### src/rtl/count_snapshot_pkg.sv
// Shared constants, width helpers and snapshot type for the counter snapshot FIFO.
package count_snapshot_pkg;

    localparam int unsigned DefaultWidth = 8;
    localparam int unsigned DefaultDepth = 4;

    // A depth of 1 would give a zero-width pointer, so clamp to one bit.
    function automatic int unsigned ptr_width(input int unsigned depth);
        return (depth > 1) ? $clog2(depth) : 1;
    endfunction

    function automatic int unsigned lvl_width(input int unsigned depth);
        return $clog2(depth + 1);
    endfunction

    typedef logic [DefaultWidth-1:0] snapshot_t;

endpackage

### src/rtl/count_snapshot_fifo_fifo.sv
// Generic synchronous FIFO: power-of-two storage, wrapping pointers, separate level count.
module snapshot_fifo
    import count_snapshot_pkg::*;
#(
    parameter int unsigned WIDTH = DefaultWidth,
    parameter int unsigned DEPTH = DefaultDepth
) (
    input  logic                          clk,
    input  logic                          rst_n,
    input  logic                          push_i,
    input  logic [WIDTH-1:0]              data_i,
    input  logic                          pop_i,
    output logic                          accept_o,
    output logic [WIDTH-1:0]              data_o,
    output logic                          valid_o,
    output logic [lvl_width(DEPTH)-1:0]   level_o
);

    localparam int unsigned PtrW = ptr_width(DEPTH);
    localparam int unsigned LvlW = lvl_width(DEPTH);

    logic [WIDTH-1:0] mem_q [DEPTH];
    logic [WIDTH-1:0] mem_d [DEPTH];
    logic [PtrW-1:0]  wr_ptr_q, wr_ptr_d;
    logic [PtrW-1:0]  rd_ptr_q, rd_ptr_d;
    logic [LvlW-1:0]  level_q, level_d;
    logic             valid_q, valid_d;
    logic             full;
    logic             pop_ok;
    logic             push_ok;

    assign full    = (level_q == LvlW'(DEPTH));
    // Popping while empty is impossible: out_ready is ignored without valid.
    assign pop_ok  = pop_i && valid_q;
    assign push_ok = push_i && (!full || pop_ok);

    always_comb begin
        mem_d    = mem_q;
        wr_ptr_d = wr_ptr_q;
        rd_ptr_d = rd_ptr_q;
        level_d  = level_q;
        if (push_ok) begin
            mem_d[wr_ptr_q] = data_i;
            wr_ptr_d        = wr_ptr_q + PtrW'(1);
        end
        if (pop_ok) begin
            rd_ptr_d = rd_ptr_q + PtrW'(1);
        end
        unique case ({push_ok, pop_ok})
            2'b10:   level_d = level_q + LvlW'(1);
            2'b01:   level_d = level_q - LvlW'(1);
            default: level_d = level_q;
        endcase
        valid_d = (level_d != '0);
    end

    always_ff @(posedge clk or negedge rst_n) begin
        if (!rst_n) begin
            for (int i = 0; i < int'(DEPTH); i++) begin
                mem_q[i] <= '0;
            end
            wr_ptr_q <= '0;
            rd_ptr_q <= '0;
            level_q  <= '0;
            valid_q  <= 1'b0;
        end else begin
            mem_q    <= mem_d;
            wr_ptr_q <= wr_ptr_d;
            rd_ptr_q <= rd_ptr_d;
            level_q  <= level_d;
            valid_q  <= valid_d;
        end
    end

    assign accept_o = push_ok;
    assign data_o   = mem_q[rd_ptr_q];
    assign valid_o  = valid_q;
    assign level_o  = level_q;

endmodule

### src/rtl/count_snapshot_fifo.sv
// Counter snapshot capture with FIFO buffering and sticky overflow.
// Define COUNT_SNAPSHOT_DELTA_EN to store intervals between accepted captures instead of raw values.
module count_snapshot_fifo
    import count_snapshot_pkg::*;
#(
    parameter int unsigned WIDTH = DefaultWidth,
    parameter int unsigned DEPTH = DefaultDepth
) (
    input  logic                        clk,
    input  logic                        rst_n,
    input  logic [WIDTH-1:0]            cnt_in,
    input  logic                        capture,
    output logic [WIDTH-1:0]            out_data,
    output logic                        out_valid,
    input  logic                        out_ready,
    output logic [lvl_width(DEPTH)-1:0] level,
    output logic                        overflow,
    input  logic                        clr_ovf
);

    logic [WIDTH-1:0] push_data;
    logic             accept;
    logic             drop;
    logic             overflow_q, overflow_d;

    snapshot_fifo #(
        .WIDTH (WIDTH),
        .DEPTH (DEPTH)
    ) u_fifo (
        .clk      (clk),
        .rst_n    (rst_n),
        .push_i   (capture),
        .data_i   (push_data),
        .pop_i    (out_ready),
        .accept_o (accept),
        .data_o   (out_data),
        .valid_o  (out_valid),
        .level_o  (level)
    );

`ifdef COUNT_SNAPSHOT_DELTA_EN
    logic [WIDTH-1:0] prev_cap_q, prev_cap_d;

    // Dropped captures must not advance the reference, so deltas sum to elapsed count.
    always_comb begin
        prev_cap_d = prev_cap_q;
        if (accept) begin
            prev_cap_d = cnt_in;
        end
    end

    always_ff @(posedge clk or negedge rst_n) begin
        if (!rst_n) begin
            prev_cap_q <= '0;
        end else begin
            prev_cap_q <= prev_cap_d;
        end
    end

    assign push_data = cnt_in - prev_cap_q;
`else
    assign push_data = cnt_in;
`endif

    assign drop = capture && !accept;

    // A fresh drop beats a simultaneous clear.
    always_comb begin
        overflow_d = overflow_q;
        if (drop) begin
            overflow_d = 1'b1;
        end else if (clr_ovf) begin
            overflow_d = 1'b0;
        end
    end

    always_ff @(posedge clk or negedge rst_n) begin
        if (!rst_n) begin
            overflow_q <= 1'b0;
        end else begin
            overflow_q <= overflow_d;
        end
    end

    assign overflow = overflow_q;

endmodule

### config.mk
export PLATFORM = sky130hd
export DESIGN_NAME = count_snapshot_fifo
export DESIGN_NICKNAME = d
export VERILOG_FILES = /design/src/rtl/count_snapshot_pkg.sv /design/src/rtl/count_snapshot_fifo_fifo.sv /design/src/rtl/count_snapshot_fifo.sv
export SDC_FILE = /design/constraint.sdc
export NUM_CORES = 1
export LEC_CHECK = 0
export CORE_ASPECT_RATIO = 1.4
export CORE_MARGIN = 2
export CORE_UTILIZATION = 49
export CTS_CLUSTER_DIAMETER = 40
export CTS_CLUSTER_SIZE = 8
export DETAILED_ROUTE_END_ITERATION = 10
export PLACE_DENSITY = 0.75
export SLEW_MARGIN = 30
export SYNTH_ARGS = -nofsm -noshare
export SYNTH_HDL_FRONTEND = slang
export SYNTH_HIERARCHICAL = 1
export SYNTH_SLANG_ARGS = --single-unit
### constraint.sdc
create_clock -name clk -period 1.95 [get_ports clk]
set_input_delay 0.39 -clock clk [delete_from_list [all_inputs] [get_ports clk]]
set_output_delay 0.39 -clock clk [all_outputs]
set_load 0.02 [all_outputs]
==> flow_summary.ini <==
[final_layout]
diodes = 0
fillers = 321
final_cells = 226
nNetsFinal = 200
syn_to_final_growth_pct = 25.7
regArea_um2 = 1030
multi_input_area_um2 = 917
stdcell_area_um2 = 2510
drive_above_1_share_pct = 47.5

[detailed_routing]
wl_per_cell_um = 17.6
drtIter0Drc = 29
ant_nets = 0
viasPerCell = 5.70
vias = 1289
finalWirelength_um = 3970
dr.pass1.iters = 4
drc = 0

[global_routing]
track_usage_pct = 19.9
grt-ovfl-total = 0
grt_max_degree = 37
grt_pass1_wl_um = 6800
antenna_found_initial = 0
grt_pass1_vias = 1446

[worst_setup_path]
cp.required_ns = 1.56
cp_slowest_cell = mux4_2
crit_fanout = 7
max_stage_delay_ns = 0.51
start_kind = register
critical_path_class = register to output port
path_delay_family = multiplexers
critical_path_buf_inv_count = 2
path_depth = 3
worstPathArrival_ns = 1.50
reg2regPathDepth = 6
endpoint_kind = output port
cp_cell_sequence = buf_12, mux4_2, buf_6

[synthesis]
synth_top_cell_by_area = dfrtp_1
synth_nets = 158
ys_seq_elements = 41
yosysWarnings = 6
synth_top_area_share_pct = 51.3
syn_avg_cell_area_um2 = 14.3
synth-async-reset-ratio_pct = 100
synth.yosys.seq_area_share_pct = 51.3
synth.distinct_cells = 32
synth.area.top_cells = dfrtp_1 51%, mux2_2 19%, mux4_2 9.0%
synth_edf_count = 0
synth_cells = 140
synth.cell_area_um2 = 2000
ys.flop_type = dfrtp_1

[sta]
tns_ns = 0
timing.fmax_mhz = 530
skew_ns = 0.00474
setup_viol_count_final = 0
period_share_pct = 96.8
relSlewSlack_pct = 47.4
fin_crit_ns = 1.89
tightest_slew_ns = 0.788
hold_viol = 0
drv_slew = 0
rsz0062_at_grt = true

[clocking]
htree_levels = 2
clkTransAtPathRegs_ns = 0.08
clkLatencyLatePin_ns = 0.29
cts_buffer_depth = 2
cts_made_buffers = 5
clockRootBuffer = clkbuf_8
cts_tree = done
clock_sinks = 41

[power]
p_comb_share_pct = 49.3
p_clk_share_pct = 15.5
sw_frac_of_total_pct = 34.7
power_uw = 4530
power_frac_seq_pct = 35.1
p_leak_uw = 0.00107
internal_power_uw = 2960
peakVddDrop_v = 0.00109
power_switching_uw = 1570
powerDensity_nw_per_um2 = 1800

[floorplan]
design.core.area_um2 = 3920
die_x_um = 58.0
dieArea_um2 = 4610
design.portCount = 26
rows = 27
start_util_pct = 51.0
die_h_um = 79.6

[place]
dp_hpwl_um = 2920
place_area_um2 = 2380
place_congestion = 0.821
port_buffers = 25
dp.cells = 216

[run_status]
status = finished clean

[run]
maxCapViolCount = 0

[min_path]
hold_class = input pin to async pin
-- worst reg2reg max path, cell delays in order, from the launching register on --
cell and delay, ns:
dfrtp_2 0.39, and3b_2 0.21, inv_2 0.05, fa_2 0.38
a21boi_2 0.18, a221o_1 0.33, a31oi_1 0.23
-- Yosys cell counts (all sizes together), types with 2 or more instances --
cell,number
mux2,33
a21oi,4
a21boi,3
xnor2,2
mux4,8
buf,4
a31oi,3
inv,9
nor2,3
o21ai,2
nand2b,3
dfrtp,41
nand2,5
ha,4
o21a,2
-- logic make-up after synthesis --
kind of cell,Yosys count,share of synthesized area (%)
compound gates,20,8.64
xor+xnor,3,1.31
fa+ha+maj,5,3.50
buf+inv,14,3.13
flops,41,51.3
mux,41,27.6
simple gates,16,4.51
-- layout make-up --
type                       instances  area share (%)
multi-input combinational         85            36.5
sequential                        41            40.9
tap                               43            2.14
inverter                           9            1.34
clock inverter                     2            1.49
clock buffer                       6            3.29
timing repair buffer              40            14.3
-- what timing repair did --
action	4_1_cts	5_1_grt
hold buffers	0	0
setup endpoints to repair	10	7
gates resized for setup	39	10
setup buffers	0	2
pin swaps	3	0
endpoints found under the hold margin	0	0
-- power groups by stage --
stage               sequential (uW)  clock (uW)  combinational, uW
CTS                            1610         723               2090
global placement               1560           0               2140
finish                         1590         704               2240
detailed placement             1620           0               2250
floorplan                      1520           0               1450
global route                   1650         759               2400
-- state kept, by name, summed over array words and instances (netlist names) --
name             count
u_fifo/wr_ptr_q      2
u_fifo/valid_o       1
overflow             1
u_fifo/level_o       3
u_fifo/mem_q        32
u_fifo/rd_ptr_q      2
-- final timing paths --
path	from	to	slack (ns)
hold / removal	rst_n	u_fifo/mem_q[9]	0.17
hold reg to reg	u_fifo/mem_q[11]	u_fifo/mem_q[11]	0.51
min in group clk	u_fifo/mem_q[11]	u_fifo/mem_q[11]	0.51
max in group asynchronous	rst_n	u_fifo/mem_q[20]	1.20
setup reg to reg	u_fifo/valid_o	u_fifo/valid_o	0.09
setup / recovery	u_fifo/rd_ptr_q[0]	out_data[0]	0.06
-- per-layer routing --
layer | wire length, um | GRT usage, % | part of all wire (%) | vias up
met2 | 2110 | 35.2 | 53 | 32
met3 | 174 | 4.70 | 4.4 | 8
met4 | 81 | 8.37 | 2.0 | 0
met1 | 1600 | 22.5 | 40 | 659
met5 | 0 | 0 | 0 | -
li1 | - | - | - | 590
-- metrics by stage --
step	setup WS, ns	hold WS [ns]	utilization [%]
finish	0.0620	0.174	64.1
global route	-0.00415	0.227	64.1
CTS	0.0247	0.201	62.9
detailed placement	-0.443	0.490	60.8
global placement	-0.226	0.482	60.8
floorplan	0.0269	0.0944	-
-- cells in the final DEF, fill, tap and decap left out, types with 2 or more instances in the layout --
master           synthesis  final
clkdlybuf4s50_1          0     14
buf_2                    1      4
a21oi_2                  4      4
nor2_1                   3      3
mux4_2                   8      8
a31oi_1                  3      3
inv_1                    9      8
dlygate4sd2_1            0      2
o21a_1                   2      2
buf_6                    0      5
dfrtp_1                 41     39
xnor2_1                  2      2
mux2_2                  33     33
nand2_1                  5      5
clkbuf_8                 0      6
nand2b_1                 3      3
o21ai_0                  2      2
buf_4                    2     14
ha_1                     4      4
a21boi_2                 1      2
dfrtp_2                  0      2
(Power assumes the default switching activity.)
==> patch: new RTL, same settings <==
Add a define of `COUNT_SNAPSHOT_DELTA_EN`.
--- a/src/rtl/count_snapshot_fifo.sv
+++ b/src/rtl/count_snapshot_fifo.sv
@@ -2,2 +2,4 @@
 // Define COUNT_SNAPSHOT_DELTA_EN to store intervals between accepted captures instead of raw values.
+`define COUNT_SNAPSHOT_DELTA_EN
+
 module count_snapshot_fifo
Function: changed (Yosys sat finds a counterexample within 4 cycles, from zero or initial values and one cycle with rst_n low).
==> patch against the unedited design <==
  * The flow now finishes with violations (setup timing)
  * Final area increased by 40%
  * Via count up 44%
  * Area after synthesis is 30% higher
  * Die area rose by 28%
  * Setup slack worse by 70 ps
  * Total power up 23%
  * Sequential cell count up 8
  * Wire length is 45% higher
==> patch: results (changes against the unedited design) <==
| Metric | Value |
|---|---|
| Final TNS setup | -19.7 ps (was 0 ps) |
| Syn nets | 237 (was 158) |
| Worst-path maximum fanout | 4 (was 7) |
| GP Congestion | 0.848 (was 0.821) |
| Prevailing post-synth register cell | dfrtp_1 (unchanged) |
| Final WS setup | -7.58 ps (was 62.0 ps) |
| Diodes inserted | 0 (unchanged) |
| CTS max path bufs | 2 (unchanged) |
| R2r endpoint | u_fifo/mem_q[30] (was u_fifo/valid_o) |
| Status | finished with violations (was finished, final reports clean) |
| WP data arrival | 2150 ps (was 1500 ps) |
| Hold Path Class | input port to async pin (unchanged) |
| Number of buffers created by CTS | 5 (unchanged) |
| VDD IR max | 0.000829 V (was 0.00109 V) |
| First-pass GRT wire length | 9140 um (was 6800 um) |
| Initial antenna violation count | 0 (unchanged) |
| Failing checks | setup timing |
| Final setup vio count | 4 (was 0) |
| Largest net degree at the start of global routing | 21 (was 37) |
| Synth cell types | 40 (was 32) |
| Share of the yosys chip area belonging to registers | 47.2% (was 51.3%) |
| Clock-pin slew on the worst setup and hold paths | 90 ps |
| Biggest register | u_fifo/mem_q (unchanged) |
| Pleak | 1.54 nW (was 1.07 nW) |
| R2R Path Start | prev_cap_q[0] (was u_fifo/valid_o) |
| FILL cells | 375 (was 321) |
| Worst Skew | 3.10 ps (was 4.74 ps) |
| Vias in the first global route | 1897 (was 1446) |
| Worst-Skew Late Latency | 300 ps |
| Synth cell count leaders | dfrtp_1, mux2_2, inv_1, nand2_1, ha_1 (was dfrtp_1, mux2_2, inv_1, mux4_2, nand2_1) |
| GR Util All Layers | 20.4% (was 19.9%) |
| Worst Reg-to-Reg Cells | 8 (was 6) |
| Top cells by area, synth | dfrtp_1, mux2_2, mux4_2 (unchanged) |
| Post-layout nets | 298 (was 200) |
| Wire per inst | 16.9 um (was 17.6 um) |
| Layout cells sized above 1 | 48.0% (was 47.5%) |
| DP Wirelength | 3790 um (was 2920 um) |
| Detailed Route WL | 5740 um (was 3970 um) |
| Syn_area_per_cell | 12.3 sq um (was 14.3 sq um) |
| Worst-Margin Slew | 475 ps (was 788 ps) |
| Vias/cell | 5.48 (was 5.70) |
| Cell count after placement | 327 (was 216) |
| Synth warn | 6 (unchanged) |
| DR iter-0 viols | 112 (was 29) |
patch: metal layers:
metal | global-route usage [%] | wire, um | vias to the layer above
li1 | - | - | 869
met1 | 25.8 | 2270 | 950
met2 | 34.6 | 3250 | 29
met3 | 3.00 | 108 | 10
met4 | 8.33 | 113 | 0
met5 | 0 | 0 | -
patch: what timing repair did:
action,4_1_cts,5_1_grt
gates resized for setup,51,41
cloned,0,1
buffers inserted,1,2
pin swaps,7,14
setup endpoints to repair,25,26
patch: worst max path at each step:
stage | from | to | cells after the start
5_1_grt | prev_cap_q[0] | u_fifo/mem_q[30] | 8
2_1_floorplan | capture | u_fifo/valid_o | 7
3_5_place_dp | cnt_in[0] | u_fifo/mem_q[30] | 10
6_report | prev_cap_q[0] | u_fifo/mem_q[30] | 8
3_3_place_gp | cnt_in[0] | u_fifo/mem_q[6] | 10
4_1_cts | cnt_in[0] | u_fifo/mem_q[30] | 10
patch: final cells by class:
| cell class | count | area, sq um | share of cell area [%] |
|---|---|---|---|
| Tap cell | 66 | 82.6 | 2.34 |
| Timing Repair Buffer | 60 | 608 | 17.3 |
| Clock inverter | 3 | 22.5 | 0.639 |
| Sequential cell | 49 | 1230 | 34.9 |
| Inverter | 19 | 71.3 | 2.02 |
| Multi-Input combinational cell | 137 | 1440 | 40.9 |
| Clock buffer | 5 | 68.8 | 1.95 |
patch: worst max-delay path, stage by stage, from the launching register on:
cell and delay, ps:
dfrtp_1 360, ha_2 180, inv_2 40, fa_2 360, a21oi_2 180, o211ai_1 140
a21oi_2 220, xnor2_2 110, mux2_4 270
patch: logic make-up after synthesis:
| logic type | count (synthesis) | share of synthesized area (%) |
|---|---|---|
| buffers and inverters | 25 | 3.99 |
| and+or+nand+nor | 35 | 6.88 |
| AOI/OAI and AO/OA | 38 | 10.3 |
| muxes | 43 | 22.1 |
| adders and majority gates | 13 | 6.83 |
| DFF | 49 | 47.2 |
| xor gates and xnor gates | 8 | 2.70 |
patch: power breakdown:
| group | internal, mW | total [mW] | switching, mW |
|---|---|---|---|
| sequential | 1.48 | 1.75 | 0.272 |
| clock | 0.255 | 0.611 | 0.356 |
| combinational | 1.81 | 3.20 | 1.39 |
patch: through the flow:
step           setup slack [ps]  hold WS (ps)  util, %  instance area (sq um)
2_1_floorplan              26.9          94.4        -                   2600
3_3_place_gp               -478           361     61.9                   3190
3_5_place_dp               -577           363     61.9                   3190
4_1_cts                    1.35          27.4     64.4                   3320
5_1_grt                   -86.9          35.5     68.3                   3520
6_report                  -7.58          14.0     68.3                   3520
